`src/rtl/sprite_palette_engine.sv`:
```
// Multi-palette sprite colour lookup with colour-key transparency, a one-cycle
// registered output and a frame-counted hit-flash overlay.
module sprite_palette_engine #(
  parameter int INDEX_W      = 4,
  parameter int COLOR_W      = 4,
  parameter int NUM_PAL      = 4,
  parameter int KEY_INDEX    = 0,
  parameter int FLASH_FRAMES = 8,
  localparam int PAL_W       = (NUM_PAL > 1) ? $clog2(NUM_PAL) : 1
) (
  input  logic                 Clk,
  input  logic                 Reset,
  input  logic                 pix_valid,
  input  logic [INDEX_W-1:0]   index,
  input  logic [PAL_W-1:0]     pal_sel,
  input  logic                 wr_en,
  input  logic [PAL_W-1:0]     wr_pal,
  input  logic [INDEX_W-1:0]   wr_index,
  input  logic [3*COLOR_W-1:0] wr_data,
  input  logic                 frame_start,
  input  logic                 flash_trig,
  output logic [COLOR_W-1:0]   red,
  output logic [COLOR_W-1:0]   green,
  output logic [COLOR_W-1:0]   blue,
  output logic                 transparent,
  output logic                 out_valid,
  output logic                 flashing
);

  localparam int DEPTH   = 2 ** INDEX_W;
  localparam int ENTRY_W = 3 * COLOR_W;
  localparam int CNT_W   = $clog2(FLASH_FRAMES + 1);
  localparam logic [INDEX_W-1:0] KEY       = INDEX_W'(KEY_INDEX);
  localparam logic [CNT_W-1:0]   FLASH_CNT = CNT_W'(FLASH_FRAMES);

  typedef enum logic {IDLE, FLASH} flash_state_t;

  flash_state_t state_q, state_d;
  logic [CNT_W-1:0] cnt_q, cnt_d;

  logic [ENTRY_W-1:0] pal_mem [NUM_PAL][DEPTH];
  logic [PAL_W-1:0]   rd_pal_p0;
  logic [ENTRY_W-1:0] entry_p0;
  logic               key_p0;
  logic               white_p0;

  function automatic logic [ENTRY_W-1:0] gray_entry(input int i);
    logic [31:0]        v;
    logic [COLOR_W-1:0] ch;
    v  = i;
    ch = v[COLOR_W-1:0];
    return {ch, ch, ch};
  endfunction

  // Palette storage: reset reloads the grayscale ramp; out-of-range writes drop.
  always_ff @(posedge Clk or posedge Reset) begin
    if (Reset) begin
      for (int p = 0; p < NUM_PAL; p++)
        for (int i = 0; i < DEPTH; i++)
          pal_mem[p][i] <= gray_entry(i);
    end else if (wr_en && (int'(wr_pal) < NUM_PAL)) begin
      pal_mem[wr_pal][wr_index] <= wr_data;
    end
  end

  // Stage p0: lookup reads the pre-edge array, so a colliding write is seen next cycle.
  always_comb begin
    rd_pal_p0 = (int'(pal_sel) < NUM_PAL) ? pal_sel : '0;
    entry_p0  = pal_mem[rd_pal_p0][index];
    key_p0    = (index == KEY);
    white_p0  = (state_q == FLASH) && !cnt_q[0];
  end

  // Stage p1: registered colour outputs, held while no pixel is presented.
  always_ff @(posedge Clk or posedge Reset) begin
    if (Reset) begin
      red         <= '0;
      green       <= '0;
      blue        <= '0;
      transparent <= 1'b0;
      out_valid   <= 1'b0;
    end else begin
      out_valid <= pix_valid;
      if (pix_valid) begin
        transparent <= key_p0;
        if (key_p0)
          {red, green, blue} <= '0;
        else if (white_p0)
          {red, green, blue} <= '1;
        else
          {red, green, blue} <= entry_p0;
      end
    end
  end

  always_ff @(posedge Clk or posedge Reset) begin
    if (Reset) begin
      state_q <= IDLE;
      cnt_q   <= '0;
    end else begin
      state_q <= state_d;
      cnt_q   <= cnt_d;
    end
  end

  // Retrigger takes priority over the frame tick that would otherwise count down.
  always_comb begin
    state_d = state_q;
    cnt_d   = cnt_q;
    case (state_q)
      IDLE: begin
        if (flash_trig) begin
          state_d = FLASH;
          cnt_d   = FLASH_CNT;
        end
      end
      FLASH: begin
        if (flash_trig) begin
          cnt_d = FLASH_CNT;
        end else if (frame_start) begin
          if (cnt_q > CNT_W'(1)) begin
            cnt_d = cnt_q - CNT_W'(1);
          end else begin
            state_d = IDLE;
            cnt_d   = '0;
          end
        end
      end
      default: begin
        state_d = IDLE;
        cnt_d   = '0;
      end
    endcase
  end

  assign flashing = (state_q == FLASH);

endmodule

```
`config.mk`:
```
export PLATFORM = sky130hd
export DESIGN_NAME = sprite_palette_engine
export DESIGN_NICKNAME = d
export VERILOG_FILES = /design/src/rtl/sprite_palette_engine.sv
export SDC_FILE = /design/constraint.sdc
export NUM_CORES = 1
export LEC_CHECK = 0
export CORE_UTILIZATION = 55
export CTS_CLUSTER_DIAMETER = 30
export CTS_CLUSTER_SIZE = 14
export DETAILED_ROUTE_END_ITERATION = 10
export PLACE_DENSITY_LB_ADDON = 0.05
export SETUP_SLACK_MARGIN = 0.3
export SLEW_MARGIN = 30
export SYNTH_ARGS = -nofsm -noshare
export SYNTH_HDL_FRONTEND = slang
export SYNTH_SLANG_ARGS = --single-unit
```
`constraint.sdc`:
```
create_clock -name Clk -period 35.2 [get_ports Clk]
set_input_delay 5.28 -clock Clk [delete_from_list [all_inputs] [get_ports Clk]]
set_output_delay 5.28 -clock Clk [all_outputs]
set_load 0.005 [all_outputs]
```
==> flow_summary.yaml, run 1 <==
status:
  status: "finished, final reports clean"
place:
  io_buffer_count: 44
  dp_hpwl_mm: 55.3
  dp.cells: 3100
  gp_congestion: 0.848
timing:
  rsz0062_at_grt: "no"
  skew_ps: 24.8
  min_period_over_period: 0.238
  drv_slew: 0
  worst_hold_slack_ps: 478
  worstMarginPinSlew_ps: 996
  hold_viol: 0
  setup_viol: 0
  tns_ps: 0
  timing.fmax_ghz: 0.119
  relSlewSlack: 0.336
  min_period_ps: 8380
logic_synthesis:
  synthCells: 2368
  synth_seq_cells: 787
  yosys.area.top_type: "dfstp_2"
  ys_types: 53
  synthArstFlopShare: 1.00
  synth_most_common_cell: "mux2_2"
  synth_top_area_frac: 0.276
  synth_area_leaders: "dfstp_2 28%, dfrtp_1 28%, mux2_2 24%, mux4_2 11%, clkbuf_1 1.2%"
  synthTopCellsByCount: "789 x mux2_2, 403 x dfrtp_1, 384 x dfstp_2"
  yosysWarnings: 0
  synth_fp_nets: 2400
  seq_area_frac_synth: 0.551
  synth_edf_count: 0
  synth_area_per_cell_um2: 15.5
  synth_flop_cell: "dfrtp_1"
  syn_area_mm2: 0.0366
layout:
  stdcell_count: 3409
  area_delta_synth_final_pct: 17.7
  utilization: 0.654
  fin_nets: 2435
  drive_above_1_share: 0.669
  num_antenna_cells: 0
floorplan:
  die_h_um: 260
  initial_utilization: 0.556
  num_io_pins: 45
  die_w_um: 260
  core-area_mm2: 0.0659
  die_area_mm2: 0.0676
  std_cell_rows: 94
routing:
  finalWirelength_mm: 93.2
  route.detailed.drc: 0
  drt_iter0_drc: 1318
  vias: 21100
  vias_per_cell: 6.19
  first_pass_iters: 5
  drtAntennaViolNets: 0
  wl_per_cell_um: 27.3
flow_run:
  drv_cap: 0
setup_path:
  rr_endpoint: "blue[1]"
  arrival_ps: 9120
  crit_end: "pal_mem[759]"
  worst_setup_path_start_kind: "primary input"
  crit_start: "Reset"
  path_class: "in2async"
  ff2ff_setup_slack_ps: 32820
  critPathMaxFanout: 136
  required_ps: 35930
  r2r-start: "pal_mem[13]"
  end_kind: "asynchronous set/reset pin"
  r2r_cells: 5
pwr:
  leakage_uw: 0.0187
  power.switching_uw: 689
  powerDensity_mw_per_mm2: 68.9
  share_comb_of_total_power: 0.103
  clkPwrFrac: 0.516
  sequentialPowerShare: 0.381
  irDropWorstVdd_uv: 50.0
  swShare: 0.232
  power.internal_uw: 2280
grt:
  groute.usage.overall: 0.287
  grt_max_degree: 186
  grt_pass1_wl_mm: 143
  grt.met1_usage: 0.396
  grt_pass1_vias: 22500
  grtUsageMet3: 0.0525
  use_met2: 0.459
  globalRouteOverflowTotal: 0
  busiest_layer: "met2"
  antenna_found_initial: 0
cts:
  htreeDepth: 4
  holdBufCountCts: 0
  tritoncts: "built"
  clk_pin_slew_ps: 40
  cts_sinks: 787
  cts_max_path_buffers: 3
  clk_latency_ps: 740
  cts_buffers: 163
  cts_resized: 0
  post_cts_buffers: 0
  cts_root_buf: "clkbuf_16"
min_path:
  hp-class: "reg2reg"
## layout by cell type (no fill, tap or decap), types with 28 or more instances in the layout
cell type        count
buf_4               36
clkbuf_1            40
clkbuf_16          167
clkbuf_8            29
clkdlybuf4s50_1     28
dfrtp_1            403
dfstp_2            384
mux2_2             789
mux2i_1             43
mux4_2             176
nand2_1             76
nor2_1              35
nor3_1              29
o22ai_1             39
## critical path, cell delays in order
cell	delay, ps
clkdlybuf4s50_1	500
clkinv_8	450
buf_12	430
buf_16	450
buf_12	330
buf_6	540
buf_4	800
## state kept, by name (all words and copies together), names as in the netlist
| name | flops |
|---|---|
| green | 4 |
| red | 4 |
| blue | 4 |
| transparent | 1 |
| flashing | 1 |
| out_valid | 1 |
| cnt_q | 4 |
| pal_mem | 768 |
## routing by layer
metal  wire [µm]  vias up
met5           0        -
met4        2510        0
met3        4450      156
met2       45400      541
met1       40800    11500
li1            -     8929
## power groups by stage
stage / registers (µW) / clock network, µW / logic [µW]
3_3_place_gp: 1130 / 0 / 297
3_5_place_dp: 1140 / 0 / 307
4_1_cts: 1130 / 1560 / 308
2_1_floorplan: 1120 / 0 / 233
6_report: 1130 / 1530 / 306
5_1_grt: 1150 / 1610 / 328
## layout make-up
| type | instances | area [µm²] |
|---|---|---|
| well taps | 864 | 1080 |
| fillers | 4710 | 22800 |
| inverters | 6 | 35.0 |
| clock inverters | 72 | 895 |
| multi-input cells | 1356 | 15400 |
| repair buffers | 89 | 825 |
| clock buffers | 235 | 4710 |
| flip-flops and latches | 787 | 20200 |
## worst min path at each step
stage | startpoint | end | slack (ps) | cells past startpoint
2_1_floorplan | pal_mem[217] | pal_mem[217] | 450 | 1
3_3_place_gp | pal_mem[400] | pal_mem[400] | 460 | 1
3_5_place_dp | pal_mem[295] | pal_mem[295] | 470 | 1
4_1_cts | pal_mem[295] | pal_mem[295] | 480 | 1
5_1_grt | pal_mem[396] | pal_mem[396] | 500 | 1
6_report | pal_mem[295] | pal_mem[295] | 480 | 1
## kinds of logic (layout without fill, tap and decap cells)
| group | after synthesis | in the layout | synth area share |
|---|---|---|---|
| compound gates | 101 | 101 | 0.0189 |
| fa+ha+maj | 2 | 2 | 0.000683 |
| buf+inv | 225 | 402 | 0.0301 |
| flops | 787 | 787 | 0.551 |
| mux | 1030 | 1030 | 0.370 |
| simple gates | 223 | 223 | 0.0291 |
## through the flow
| stage | worst slack (ps) | instance area (µm²) | total power [µW] |
|---|---|---|---|
| 4_1_cts | 25880 | 43000 | 2990 |
| 2_1_floorplan | 8460 | 36600 | 1350 |
| 6_report | 26820 | 43100 | 2970 |
| 3_3_place_gp | 25310 | 37400 | 1430 |
| 5_1_grt | 26340 | 43100 | 3080 |
| 3_5_place_dp | 25120 | 37400 | 1450 |
Note: power is estimated with default switching activity, not from simulation.
==> run 2, diff against run 1 <==
==> constraint.sdc (replaced) <==
create_clock -name Clk -period 7.5 [get_ports Clk]
set_input_delay 1.125 -clock Clk [delete_from_list [all_inputs] [get_ports Clk]]
set_output_delay 1.125 -clock Clk [all_outputs]
set_load 0.005 [all_outputs]
==> flow_summary.yaml, run 2 (same netlist as run 1, synthesis figures left out) <==
layout:
  area_delta_synth_final_pct: 18.6
  n_fill_cell: 4602
  regMostFlops: "pal_mem"
  final_common_cell: "mux2_2"
  stdcell_count: 3405
  largest_reg_flops: 768
  fin_nets: 2435
  drive_above_1_share: 0.674
  layout_common_cells: "789 x mux2_2, 403 x dfrtp_1, 384 x dfstp_2"
floorplan:
  die_w_um: 260
  num_io_pins: 45
  core-area_mm2: 0.0659
  die_h_um: 260
  std_cell_rows: 94
  initial_utilization: 0.556
  die_area_mm2: 0.0676
timing:
  setup_viol: 0
  min_period_over_period: 0.451
  rsz0062_at_grt: "no"
  relSlewSlack: 0.347
  hold_viol: 0
  skew_ps: 24.7
  worstMarginPinSlew_ps: 967
  timing.fmax_ghz: 0.296
  min_period_ps: 3380
  drv_slew: 0
  tns_ps: 0
min_path:
  hp-class: "reg2reg"
cts:
  htreeDepth: 4
  post_cts_buffers: 0
  cts_sinks: 787
  clk_pin_slew_ps: 50
  holdBufCountCts: 0
  tritoncts: "built"
  cts_resized: 0
  cts_root_buf: "clkbuf_16"
  clk_latency_ps: 720
  cts_max_path_buffers: 3
  cts_buffers: 162
pwr:
  share_comb_of_total_power: 0.100
  swShare: 0.225
  clkPwrFrac: 0.531
  sequentialPowerShare: 0.369
  leakage_uw: 0.0189
  powerDensity_mw_per_mm2: 332
  power.switching_uw: 3240
  power_uw: 14400
  irDropWorstVdd_uv: 255
  power.internal_uw: 11200
place:
  gp_congestion: 0.861
  dp.cells: 3102
  io_buffer_count: 44
  dp_hpwl_mm: 57.3
setup_path:
  critPathMaxFanout: 76
  arrival_ps: 3940
  ff2ff_setup_slack_ps: 5330
  required_ps: 8060
  end_kind: "register"
  worst_setup_path_start_kind: "primary input"
  path_class: "in2reg"
grt:
  globalRouteOverflowTotal: 0
  grt_pass1_wl_mm: 146
  groute.usage.overall: 0.293
  grt_pass1_vias: 22600
  grt_max_degree: 168
  antenna_found_initial: 0
routing:
  drtAntennaViolNets: 0
  route.detailed.drc: 0
  vias_per_cell: 6.19
  finalWirelength_mm: 95.2
  drt_iter0_drc: 1259
  wl_per_cell_um: 28.0
  vias: 21100
  first_pass_iters: 5
flow_run:
  drv_cap: 0
status:
  status: "finished, final reports clean"
## run 2: cell count changes in the layout (fill, tap and decap cells not counted), moves of 2 or more
cell	change
clkbuf_16	+2
buf_6	-3
nor2_1	-3
bufinv_16	+15
clkbuf_1	-12
buf_4	+2
nor2_4	+2
clkbuf_8	-6
clkinv_8	-3
buf_12	+3
## run 2: worst max-delay path, stage by stage
cell and delay (ps):
clkbuf_8 650, buf_4 500, mux4_2 580, o22ai_1 280, nor3_1 150, nor4_1 470
a211oi_1 80
## run 2: worst paths after layout
kind	from	to	depth (start not counted)
worst max-delay path	pal_sel[1]	blue[2]	7
worst min-delay path	pal_mem[221]	pal_mem[221]	1
worst max register to register	pal_mem[16]	green[0]	5
worst min register to register	pal_mem[221]	pal_mem[221]	1
max in group asynchronous	Reset	pal_mem[291]	4
min in group asynchronous	Reset	pal_mem[669]	2
## run 2: power by group through the flow
stage / sequential [µW] / clock (µW) / combinational, µW
6_report: 5320 / 7660 / 1450
4_1_cts: 5310 / 7760 / 1460
2_1_floorplan: 5260 / 0 / 1090
3_3_place_gp: 5320 / 0 / 1410
5_1_grt: 5380 / 7990 / 1550
3_5_place_dp: 5360 / 0 / 1450
## run 2: routing by layer
| layer | wire length [µm] | track usage | vias to the layer above |
|---|---|---|---|
| met4 | 2020 | 0.0855 | 0 |
| met2 | 46200 | 0.460 | 509 |
| li1 | - | - | 8918 |
| met1 | 42200 | 0.413 | 11500 |
| met3 | 4830 | 0.0622 | 143 |
| met5 | 0 | 0 | - |
## run 2: final cells by class
type                    instances  area (µm²)  area share
clock inverters                82        1280      0.0295
flip-flops and latches        787       20200       0.464
clock buffers                 219        4640       0.107
inverters                       6        26.3    0.000605
diodes                          1        2.50   0.0000576
well taps                     864        1080      0.0249
multi-input cells            1356       15400       0.354
repair buffers                 90         838      0.0193
## run 2: per-stage QoR
stage          hold slack, ps  utilization  area (µm²)  setup WS, ps
2_1_floorplan             452            -       36600         -4110
3_3_place_gp              463        0.569       37500          3400
3_5_place_dp              478        0.569       37500          3380
4_1_cts                   490        0.659       43400          4130
5_1_grt                   504        0.659       43400          4050
6_report                  491        0.659       43400          4120
==> run 3, diff against run 2 <==
==> constraint.sdc (replaced) <==
create_clock -name Clk -period 3.5 [get_ports Clk]
set_input_delay 0.525 -clock Clk [delete_from_list [all_inputs] [get_ports Clk]]
set_output_delay 0.525 -clock Clk [all_outputs]
set_load 0.005 [all_outputs]
==> flow_summary.yaml, run 3 (same netlist as run 1, synthesis figures left out) <==
timing:
  timing.fmax_ghz: 0.359
  rsz0062_at_grt: "no"
  min_period_ps: 2790
  hold_viol: 0
  worstMarginPinSlew_ps: 1020
  skew_ps: 23.9
  setup_viol: 0
  drv_slew: 0
  min_period_over_period: 0.796
  worst_hold_slack_ps: 274
  relSlewSlack: 0.312
place:
  io_buffer_count: 44
  dp.cells: 3183
  dp_hpwl_mm: 62.2
  gp_congestion: 0.884
floorplan:
  die_area_mm2: 0.0676
  die_h_um: 260
  std_cell_rows: 94
  initial_utilization: 0.556
  num_io_pins: 45
  die_w_um: 260
  core-area_mm2: 0.0659
setup_path:
  end_kind: "register"
  critPathMaxFanout: 47
  crit_chain: "buf_8 -> buf_12 -> buf_4 -> mux2_2 -> o22ai_1 -> nor3_1 -> nor4_1 -> a21oi_1"
  required_ps: 4070
  path_class: "in2reg"
  path_buf_inv: 3
  cp_top_family: "buffers and inverters"
  worst_setup_path_start_kind: "primary input"
  cp_slowest_cell: "nor4_1"
  slowest_delay_ps: 800
  arrival_ps: 3350
layout:
  n_fill_cell: 4583
  register_area_mm2: 0.0202
  multiInputGateArea_mm2: 0.0153
  regMostFlops: "pal_mem"
  stdcell_count: 3489
  largest_reg_flops: 768
  final_common_cell: "mux2_2"
  layout_common_cells: "789 x mux2_2, 403 x dfrtp_1, 384 x dfstp_2"
  fin_nets: 2515
  drive_above_1_share: 0.683
  area_delta_synth_final_pct: 20.1
pwr:
  share_comb_of_total_power: 0.103
  power.switching_uw: 7070
  swShare: 0.232
  leakage_uw: 0.0192
  irDropWorstVdd_uv: 469
  clkPwrFrac: 0.523
  power.internal_uw: 23400
  sequentialPowerShare: 0.374
  powerDensity_mw_per_mm2: 693
grt:
  grt_pass1_vias: 23200
  antenna_found_initial: 2
  grt_max_degree: 109
  globalRouteOverflowTotal: 0
  grt_pass1_wl_mm: 149
  groute.usage.overall: 0.299
cts:
  cts_buffers: 162
  tritoncts: "built"
  clk_latency_ps: 720
  cts_sinks: 787
  cts_max_path_buffers: 3
  holdBufCountCts: 0
  htreeDepth: 4
  clk_pin_slew_ps: 50
  post_cts_buffers: 0
  cts_resized: 0
  cts_root_buf: "clkbuf_16"
routing:
  finalWirelength_mm: 96.8
  drtAntennaViolNets: 0
  route.detailed.drc: 0
  wl_per_cell_um: 27.8
  vias: 21500
  drt_iter0_drc: 1365
  vias_per_cell: 6.16
  first_pass_iters: 7
flow_run:
  drv_cap: 0
status:
  status: "finished, final reports clean"
min_path:
  hp-class: "in2async"
-- run 3: worst reg2reg max path, delay by kind of cell, from the launching register on --
family	cells	cell delay (ps)
AO/OA/AOI/OAI	2	470
flip-flops	1	360
AND/OR/NAND/NOR	2	950
multiplexers	1	480
-- run 3: per-layer routing --
metal | vias to the layer above | wire length [µm] | global-route usage
li1 | 9073 | - | -
met1 | 11700 | 43800 | 0.421
met2 | 536 | 46200 | 0.467
met3 | 157 | 4300 | 0.0558
met4 | 2 | 2530 | 0.105
met5 | - | 17 | 0
-- run 3: worst paths after layout --
check | from | end | slack [ps] | cells after the start
worst max-delay path | pal_sel[0] | green[0] | 710 | 8
min in group Clk | wr_data[9] | pal_mem[21] | 370 | 2
worst max register to register | pal_mem[13] | blue[1] | 1060 | 5
max in group asynchronous | Reset | pal_mem[105] | 2060 | 4
worst min-delay path | Reset | pal_mem[465] | 270 | 2
worst min register to register | pal_mem[221] | pal_mem[221] | 480 | 1
-- run 3: per-stage QoR --
step / power, µW / TNS [ps] / worst slack [ps] / instance area, µm² / utilization
after CTS: 30800 / 0 / 785 / 44000 / 0.668
after global placement: 14500 / 0 / 19.6 / 38200 / 0.580
after detailed placement: 14700 / 0 / 6.82 / 38200 / 0.580
final: 30500 / 0 / 714 / 44000 / 0.668
after global routing: 31600 / 0 / 705 / 44000 / 0.668
after floorplan: 13600 / -4765550 / -7510 / 36600 / -
-- run 3: area by class of cell --
class | instances | share of cell area
flip-flops and latches | 787 | 0.459
multi-input cells | 1356 | 0.349
clock buffers | 215 | 0.105
repair buffers | 170 | 0.0358
clock inverters | 89 | 0.0269
well taps | 864 | 0.0246
inverters | 6 | 0.000597
diodes | 2 | 0.000114
-- run 3: power groups by stage --
| stage | Clock, µW | Combinational [µW] | Sequential, µW |
|---|---|---|---|
| final | 16000 | 3150 | 11400 |
| after global routing | 16700 | 3380 | 11500 |
| after CTS | 16200 | 3180 | 11400 |
| after detailed placement | 0 | 3170 | 11500 |
| after global placement | 0 | 3060 | 11400 |
| after floorplan | 0 | 2340 | 11300 |
